--- src/rtl/pid_seq_ctrl.sv ---
// Control-path sequencer for the PID datapath: turns each sample tick into load strobes and multiplier selects.
// Define PID_SEQ_DERIV_EN to build the derivative (MUL_D) step; without it the sequence is P, I only.
module pid_seq_ctrl #(
  parameter int MUL_LAT = 2,  // 1..15
  parameter int CNT_W   = 4   // 2**CNT_W > MUL_LAT
) (
  input  logic       clk,
  input  logic       rst,
  input  logic       run,
  input  logic       sample_tick,
  input  logic       ovr_clr,
  output logic       en_err,
  output logic       en_integ,
  output logic       acc_clr,
  output logic       en_acc,
  output logic       en_prev,
  output logic       en_out,
  output logic [1:0] mul_sel,
  output logic       busy,
  output logic       done,
  output logic       overrun
);

  typedef enum logic [2:0] {
    IDLE,
    LOAD,
    INTEG,
    MUL_P,
    MUL_I,
`ifdef PID_SEQ_DERIV_EN
    MUL_D,
`endif
    UPDATE
  } state_e;

  localparam logic [CNT_W-1:0] LAST_CNT = CNT_W'(MUL_LAT - 1);

  state_e           state_q, state_d;
  logic [CNT_W-1:0] cnt_q, cnt_d;
  logic             ovr_q, ovr_d;
  logic             mul_last;

  // NOTE: state holds with <= so every flop samples the pre-edge value; reset is synchronous, inside the clocked block.
  always_ff @(posedge clk) begin
    if (rst) begin
      state_q <= IDLE;
      cnt_q   <= '0;
      ovr_q   <= 1'b0;
    end else begin
      state_q <= state_d;
      cnt_q   <= cnt_d;
      ovr_q   <= ovr_d;
    end
  end

  assign mul_last = (cnt_q == LAST_CNT);

  // NOTE: every always_comb output gets a default first, so no path leaves a value unassigned and no latch is inferred.
  always_comb begin
    state_d = state_q;
    cnt_d   = '0;
    ovr_d   = ovr_q;

    // A tick that arrives while a sequence is running is dropped and flagged; set beats clear.
    if (sample_tick && (state_q != IDLE)) begin
      ovr_d = 1'b1;
    end else if (ovr_clr) begin
      ovr_d = 1'b0;
    end

    unique case (state_q)
      IDLE:   if (run && sample_tick) state_d = LOAD;
      LOAD:   state_d = INTEG;
      INTEG:  state_d = MUL_P;
      MUL_P: begin
        if (mul_last) state_d = MUL_I;
        else          cnt_d   = cnt_q + 1'b1;
      end
      MUL_I: begin
`ifdef PID_SEQ_DERIV_EN
        if (mul_last) state_d = MUL_D;
`else
        if (mul_last) state_d = UPDATE;
`endif
        else          cnt_d   = cnt_q + 1'b1;
      end
`ifdef PID_SEQ_DERIV_EN
      MUL_D: begin
        if (mul_last) state_d = UPDATE;
        else          cnt_d   = cnt_q + 1'b1;
      end
`endif
      UPDATE: state_d = IDLE;
      default: state_d = IDLE;
    endcase
  end

  // Moore outputs: decoded from the state register and counter only.
  always_comb begin
    en_err   = 1'b0;
    en_integ = 1'b0;
    acc_clr  = 1'b0;
    en_acc   = 1'b0;
    en_prev  = 1'b0;
    en_out   = 1'b0;
    mul_sel  = 2'd0;
    done     = 1'b0;

    unique case (state_q)
      LOAD: begin
        en_err  = 1'b1;
        acc_clr = 1'b1;
      end
      INTEG: en_integ = 1'b1;
      MUL_P: begin
        mul_sel = 2'd0;
        en_acc  = mul_last;
      end
      MUL_I: begin
        mul_sel = 2'd1;
        en_acc  = mul_last;
      end
`ifdef PID_SEQ_DERIV_EN
      MUL_D: begin
        mul_sel = 2'd2;
        en_acc  = mul_last;
      end
`endif
      UPDATE: begin
`ifdef PID_SEQ_DERIV_EN
        en_prev = 1'b1;
`endif
        en_out  = 1'b1;
        done    = 1'b1;
      end
      default: ;
    endcase
  end

  assign busy    = (state_q != IDLE);
  assign overrun = ovr_q;

endmodule

--- config.mk ---
export PLATFORM = sky130hd
export DESIGN_NAME = pid_seq_ctrl
export DESIGN_NICKNAME = d
export VERILOG_FILES = /design/src/rtl/pid_seq_ctrl.sv
export SDC_FILE = /design/constraint.sdc
export NUM_CORES = 1
export LEC_CHECK = 0
export CAP_MARGIN = 20
export CORE_MARGIN = 2
export CORE_UTILIZATION = 25
export DETAILED_ROUTE_END_ITERATION = 10
export GPL_TIMING_DRIVEN = 0
export PLACE_DENSITY = 0.53
export SLEW_MARGIN = 20
export SYNTH_ARGS = -nofsm -noshare
export SYNTH_HDL_FRONTEND = slang
export SYNTH_SLANG_ARGS = --single-unit
--- constraint.sdc ---
create_clock -name clk -period 3.6 [get_ports clk]
set_input_delay 1.08 -clock clk [delete_from_list [all_inputs] [get_ports clk]]
set_output_delay 1.08 -clock clk [all_outputs]
set_load 0.01 [all_outputs]
# Word level (Yosys, flattened, before mapping)
# Cells that the tools add are included.
totals:
  regBits: 8
  latch_bits: 0
  ram_bits: 0
  romBits: 0
  in_bits: 5
  output_inout_bits: 11
  wordCells: 33
  n_memories: 0
op_classes:
  addsub: 1
  n_mul: 0
  n_div: 0
  n_lt_le_gt_ge: 0
  n_eq_ne: 9
  shifts: 0
  muxes: 11
  bitwise: 1
  reduce_logical: 8
ops:
  columns: ["operator", "count"]
  rows:
  - ["case mux 3 bit (5 select lines)", 1]
  - ["two-way mux 3 bit", 3]
  - ["two-way mux 1 bit", 7]
  - ["== test 3 x 2 -> 1 bit (second input constant)", 2]
  - ["== test 3 bit (second input constant)", 2]
  - ["inequality test 2 bit (second input constant)", 3]
  - ["adder 4 x 1 -> 4 bit (second input constant)", 1]
  - ["== test 4 x 1 -> 1 bit (second input constant)", 1]
  - ["== test 3 x 1 -> 1 bit (second input constant)", 1]
  - ["logical NOT 3 bit", 1]
  - ["AND reduction 3 bit", 1]
  - ["nonzero test 3 bit", 1]
  - ["OR reduction 3 bit", 1]
  - ["logical AND 1 bit", 2]
  - ["nonzero test 2 bit", 1]
  - ["OR reduction 2 bit", 1]
  - ["inverter 1 bit", 1]

# Longest topological paths before layout
# Gate-level depths: netlist of the first run.
depth:
  depth_word: 4
  ltp_mapped: 5
  depth_no_buf: 5

# Worst setup path before layout of the first run
# No wires, ideal clock.
synth_path:
  kind: "flip-flop to output port"
  start: "reg cnt_q[0]"
  end: "out en_acc"
  arrival_ps: 1083
  required_ps: 2520
  path_slack_ps: 1437
  path_stages_with_launch: 4
  path_buffers: 0
  cell_sequence: "dfxtp_1 > ha_1 > or3b_1 > nor2_1"
synth_between:
  elab_chain_len: 2
synth_lines:
  columns: ["item", "line", "text"]
  rows:
  - ["from (decl)", "39", "logic [CNT_W-1:0] cnt_q, cnt_d;"]
  - ["from (signal assigned)", "51", "cnt_q <= cnt_d;"]
  - ["== test 4 x 1 -> 1 bit", "56", "assign mul_last = (cnt_q == LAST_CNT);"]
  - ["two-way mux 1 bit", "109", "unique case (state_q)"]
  - ["to (decl)", "15", "output logic en_acc,"]
# No other way between the ends.

# Worst setup path in the final report of the first run
# Ends and elaborated chain as after synthesis.

==> metrics, run 1 <==
status finished clean; total routed wirelength 828 um; required time worst endpoint 2520 ps; detailed-router iteration count before antenna repair 1; core area 1730 um2; Die X 46.8 um; CTS Hold Bufs 0; post-CTS sizing 0; critical path type reg2out; DR vias 377; die area 2190 um2; Vias per Instance 4.14; clock skew 3.14 ps; TritonCTS clock tree done; power share of the combinational group 0.242; Period minus WS final 2940 ps; worst ir drop on vdd 0.125 mV; Pwr per Cell Area 337 nW/um2; Inserted Diodes 0; clock-pin slew on the worst setup and hold paths 50 ps; sw power 54.1 uW; placed insts 88; Tot Pwr 217 uW; layout cells sized above 1 0.167; Mapped Area 458 um2; critical path arrival 1860 ps; postcts setup bufs 0; Layout Cells excl Fill 91; syn_area_per_cell 9.35 um2; total gr overflow 0; GPL Wtd Cong 0.645; H-Tree Depth 1; Sink Count 8; fill count 189; DRT iter0 DRCs 0; ANT nets after route 0; P_int 163 uW; Rows 15; Yosys cell types 22; final hold violations 0; HP Class reg2reg; largest net degree at the start of global routing 11; Gate Count Post-Synth 49; FF+latch area 160 um2; fraction of registers with async set/reset 0; # DRC 0; final setup TNS 0 ps; WL/cell 9.10 um; Layout Utilization 0.374; final setup vio count 0; num ports 16; number of flops mapped to enable cells by yosys 0; GRT Util Overall 0.0934; initial core utilization 0.265; RSZ-0062 raised after global routing false; Seq/Total Area, Yosys 0.350; multi-input logic area 239 um2; share of power burned in registers 0.449; number of antenna violations at the first check in global routing 0; global-route wire length before repair 1420 um; fin crit share 0.816; CTS max path bufs 2; Final HPWL DP 623 um; Max-Cap Viols 0; Main synth FF type dfxtp_1; switching part of the total power 0.249; clk root buf clkbuf_4; Worst setup SP type flop; Static Leak 0.000256 uW; max-slew violation count 0; P&R area growth vs syn 41.0%; Crit Path Max Fanout 4; Yosys warning count 0; crit end category output port; Final nets 75; die height 46.8 um; Yosys reg bits 8; vias in the first global route 351; Clk pwr share 0.309; cts bufs inserted 3; Fin Hold WS 472 ps; later-pin clock latency in the skew report 250 ps; achievable frequency 341 MHz; IO buf count 13
==> power by group through the flow <==
stage	clock, uW	sequential (uW)	combinational (uW)
2_1_floorplan	0	98.9	30.5
3_3_place_gp	0	99.3	52.7
3_5_place_dp	0	99.5	52.6
4_1_cts	70.5	97.6	53.0
5_1_grt	74.8	98.8	57.4
6_report	67.2	97.6	52.5
==> routing by layer <==
metal | up-vias | part of all wire | GRT usage
met5 | - | 0 | 0
met4 | 0 | 0 | 0.0667
met3 | 0 | 0.039 | 0.0231
met2 | 11 | 0.48 | 0.137
met1 | 168 | 0.48 | 0.119
li1 | 198 | - | -
==> logic make-up (layout without fill, tap and decap cells) <==
kind of cell | Yosys count | after routing | share of synthesized area
and+or+nand+nor | 21 | 21 | 0.303
AOI/OAI and AO/OA | 8 | 8 | 0.109
other | 1 | 2 | 0.00819
DFF | 8 | 8 | 0.350
adders and majority gates | 2 | 2 | 0.0546
buffers and inverters | 7 | 23 | 0.137
xor gates and xnor gates | 2 | 2 | 0.0383
==> area by class of cell <==
| cell class | instances | share of cell area |
|---|---|---|
| Timing Repair Buffer | 13 | 0.202 |
| Tap cell | 25 | 0.0484 |
| Clock buffer | 3 | 0.0349 |
| Buffer | 5 | 0.0853 |
| Sequential cell | 8 | 0.248 |
| Inverter | 2 | 0.0116 |
| Multi-Input combinational cell | 35 | 0.370 |
==> final timing paths <==
kind | start | endpoint | slack (ps) | depth (start not counted)
hold / removal | cnt_q[0] | cnt_q[0] | 470 | 1
hold reg to reg | cnt_q[0] | cnt_q[0] | 470 | 1
setup reg to reg | cnt_q[0] | state_q[0] | 2290 | 4
setup / recovery | cnt_q[0] | en_acc | 660 | 4
==> cells in the mapped netlist, types with 2 or more instances <==
cell type,number,share of area
a31oi_1,2,0.027
nor2b_1,2,0.027
a21oi_1,4,0.044
dfxtp_1,8,0.35
inv_1,2,0.016
nor2_1,9,0.074
ha_1,2,0.055
nor3b_1,3,0.049
buf_4,4,0.066
==> state kept, by name, summed over array words and instances (netlist names) <==
register	flops
cnt_q	4
overrun	1
state_q	3
==> metrics by stage <==
step                      cell area, um2  setup slack [ps]
after detailed placement             623               925
final                                646               663
after floorplan                      462              1440
after global routing                 646               555
after CTS                            646               644
after global placement               623               934
==> cell usage in the layout, fill, tap and decap left out <==
cell / netlist / layout
o21ai_0: 1 / 1
xnor2_1: 1 / 1
a21oi_1: 4 / 4
inv_1: 2 / 2
or3_1: 1 / 1
and3b_1: 1 / 1
and4bb_1: 1 / 1
a31oi_1: 2 / 2
nor2b_1: 2 / 2
nand3_1: 1 / 1
conb_1: 1 / 2
nor3b_4: 1 / 1
o211ai_2: 1 / 1
clkdlybuf4s50_1: 0 / 13
xor2_1: 1 / 1
ha_1: 2 / 2
clkbuf_16: 1 / 1
buf_4: 4 / 4
nor2_1: 9 / 9
nor3b_1: 3 / 3
and3b_2: 1 / 1
clkbuf_4: 0 / 3
or3b_1: 1 / 1
dfxtp_1: 8 / 8
==> worst max-delay path, cell delays in order, from the launching register on <==
cell and delay, ps:
dfxtp_1 380, ha_1 170, or3b_1 400, nor2_1 120
clkdlybuf4s50_1 530
Note: power is estimated with default switching activity, not from simulation.
==> run 2, diff against run 1 <==
clock period = 2.88 ns   (was 3.6 ns; I/O delays follow)
==> results of run 2 <==
The final DEF is identical to that of run 1. Status: finished clean.
Main changes from that run: setup slack after placement 925 ps -> 421 ps; setup slack after layout 663 ps -> 159 ps; register-to-register setup slack 2290 ps -> 1570 ps; total power 217 uW -> 272 uW; worst IR drop on VDD 0.125 mV -> 0.157 mV
==> variant: new RTL, settings of run 1 <==
Register the input `sample_tick` before use, cleared by the reset. The logic sees it one clock later. The other inputs are not delayed to match.
--- a/src/rtl/pid_seq_ctrl.sv
+++ b/src/rtl/pid_seq_ctrl.sv
@@ -36,4 +36,14 @@
   localparam logic [CNT_W-1:0] LAST_CNT = CNT_W'(MUL_LAT - 1);
 
+  logic sample_tick_q;
+
+  always_ff @(posedge clk) begin
+    if (rst) begin
+      sample_tick_q <= '0;
+    end else begin
+      sample_tick_q <= sample_tick;
+    end
+  end
+
   state_e           state_q, state_d;
   logic [CNT_W-1:0] cnt_q, cnt_d;
@@ -63,5 +73,5 @@
 
     // A tick that arrives while a sequence is running is dropped and flagged; set beats clear.
-    if (sample_tick && (state_q != IDLE)) begin
+    if (sample_tick_q && (state_q != IDLE)) begin
       ovr_d = 1'b1;
     end else if (ovr_clr) begin
@@ -70,5 +80,5 @@
 
     unique case (state_q)
-      IDLE:   if (run && sample_tick) state_d = LOAD;
+      IDLE:   if (run && sample_tick_q) state_d = LOAD;
       LOAD:   state_d = INTEG;
       INTEG:  state_d = MUL_P;
Behaviour: not the same (a bounded check fails within 4 cycles, from zero or initial values and one cycle with rst high).
==> variant against run 1 <==
Global-route usage decreased by 0.21 points. Worst setup slack got worse by 0.93 ps. Sequential cell count increased by 1. Critical path type unchanged. Core utilization increased by 0.31 points. Final area increased by 1.9%. Wire length decreased by 1.4%. Synthesized area increased by 1.9%.
Power is not compared: it rests on default switching activity, and its combinational part moved more than twofold at a synthesized area within 25%.
==> variant: results (changes against run 1) <==
- DP Wirelength: 629 um (was 623 um)
- FF-to-FF Start: cnt_q[1] (was cnt_q[0])
- Reg2reg setup slack: 2320 ps (was 2290 ps)
- Routed WL: 816 um (was 828 um)
- Clk Latency, worst-skew pair: 260 ps
- First-pass DRT Iterations: 4 (was 1)
- First-pass GRT wire length: 1390 um (was 1420 um)
- Slowest CP cell: clkdlybuf4s50_1 (unchanged)
- Max Fanout on Critical Path: 4 (unchanged)
- Clk root buf: clkbuf_4 (unchanged)
- Final-stage net count: 77 (was 75)
- Outcome: finished, final reports clean (unchanged)
- Reg-to-reg endpoint: state_q[1] (was state_q[0])
- DR vias/cell: 4.16 (was 4.14)
- Synth Warn #: 0 (unchanged)
- Placed cell count: 90 (was 88)
- Synthesized netlist cell count: 51 (was 49)
- Synth cell count leaders: nor2_1, dfxtp_1, buf_4 (was nor2_1, dfxtp_1, a21oi_1, buf_4, nor3b_1)
- ANT cells: 0 (unchanged)
- Clock transition at path regs: 60 ps
- DR iter-0 viols: 5 (was 0)
- Post-route ant nets: 0 (unchanged)
- H-tree depth: 1 (unchanged)
- IO buf count: 13 (unchanged)
- Pre-CTS setup slack: 917 ps (was 925 ps)
- Setup Skew: 0.427 ps (was 3.14 ps)
- GRT Resource Usage Total: 9.13% (was 9.34%)
- Fillers: 188 (was 189)
- R2R depth: 4 (unchanged)
- Hold Crit Class: flop to flop (unchanged)
- Post-CTS Setup Inserts: 0 (unchanged)
- Vias in the first global route: 331 (was 351)
- Seq/Total Area, Yosys: 38.6% (was 35.0%)
- GP Congestion: 0.631 (was 0.645)
- Post-CTS Resized: 0 (unchanged)
- Worst vdd ir: 0.000135 V
- Routed vias: 391 (was 377)
- Synth area leaders: dfxtp_1, nor2_1, buf_4 (unchanged)
- Layout cell share with drive strength beyond 1: 14.5% (was 16.7%)
- Largest net degree at the start of global routing: 10 (was 11)
- Hold Crit Endpoint: cnt_q[0] (unchanged)
- Area after DPL: 632 um2 (was 623 um2)
- Initial antenna violation count: 0 (unchanged)
- Post-synth cell types: 22 (unchanged)
-- variant: cells by family after synthesis --
group | count (synthesis) | share of synthesized area, %
simple gates | 26 | 35.1
xor+xnor | 2 | 3.75
other cells | 1 | 0.804
flops | 9 | 38.6
buf+inv | 6 | 8.04
compound gates | 5 | 8.31
fa+ha+maj | 2 | 5.36
-- variant: final cells by class --
type	count	share of cell area, %
Inverter	2	1.14
Clock buffer	4	3.99
Sequential cell	9	27.4
Multi-Input combinational cell	37	38.4
Tap cell	25	4.75
Buffer	4	4.56
Timing Repair Buffer	13	19.8
-- variant: per-stage QoR --
stage | hold WS, ps | util, % | power [W]
final | 474 | 37.7 | 0.000208
after global routing | 515 | 37.7 | 0.000221
after CTS | 483 | 37.7 | 0.000210
after detailed placement | 469 | 36.2 | 0.000134
after global placement | 449 | 36.2 | 0.000134
after floorplan | 433 | - | 0.000120
-- variant: layer usage --
metal | share of wire [%] | GRT usage, % | wire length, um | vias up
li1 | - | - | - | 203
met5 | 0 | 0 | 0 | -
met4 | 3.4 | 6.67 | 28 | 0
met1 | 47 | 12.2 | 382 | 172
met3 | 4.0 | 3.46 | 33 | 4
met2 | 46 | 11.8 | 372 | 12
-- variant: report_power, final --
part           total (W)  internal [W]  switching, W
registers       0.000106      0.000102    0.00000374
clock network  0.0000764     0.0000426     0.0000337
logic          0.0000256     0.0000163    0.00000934
-- variant: worst max-delay path by stage --
stage / depth (start not counted) / slack, ps / start / to
CTS: 4 / 630 / cnt_q[0] / en_acc
global route: 4 / 510 / cnt_q[0] / en_acc
floorplan: 3 / 1440 / cnt_q[0] / en_acc
detailed placement: 4 / 920 / cnt_q[0] / en_acc
global placement: 4 / 940 / cnt_q[0] / en_acc
finish: 4 / 660 / cnt_q[0] / en_acc
-- variant: worst max-delay path: cells and delay by family (launching register included) --
| kind | cells | cell delay, ps |
|---|---|---|
| AND/OR/NAND/NOR | 2 | 490 |
| adder cells (fa/ha/maj) | 1 | 200 |
| flip-flops | 1 | 380 |
| buffers and inverters | 1 | 540 |
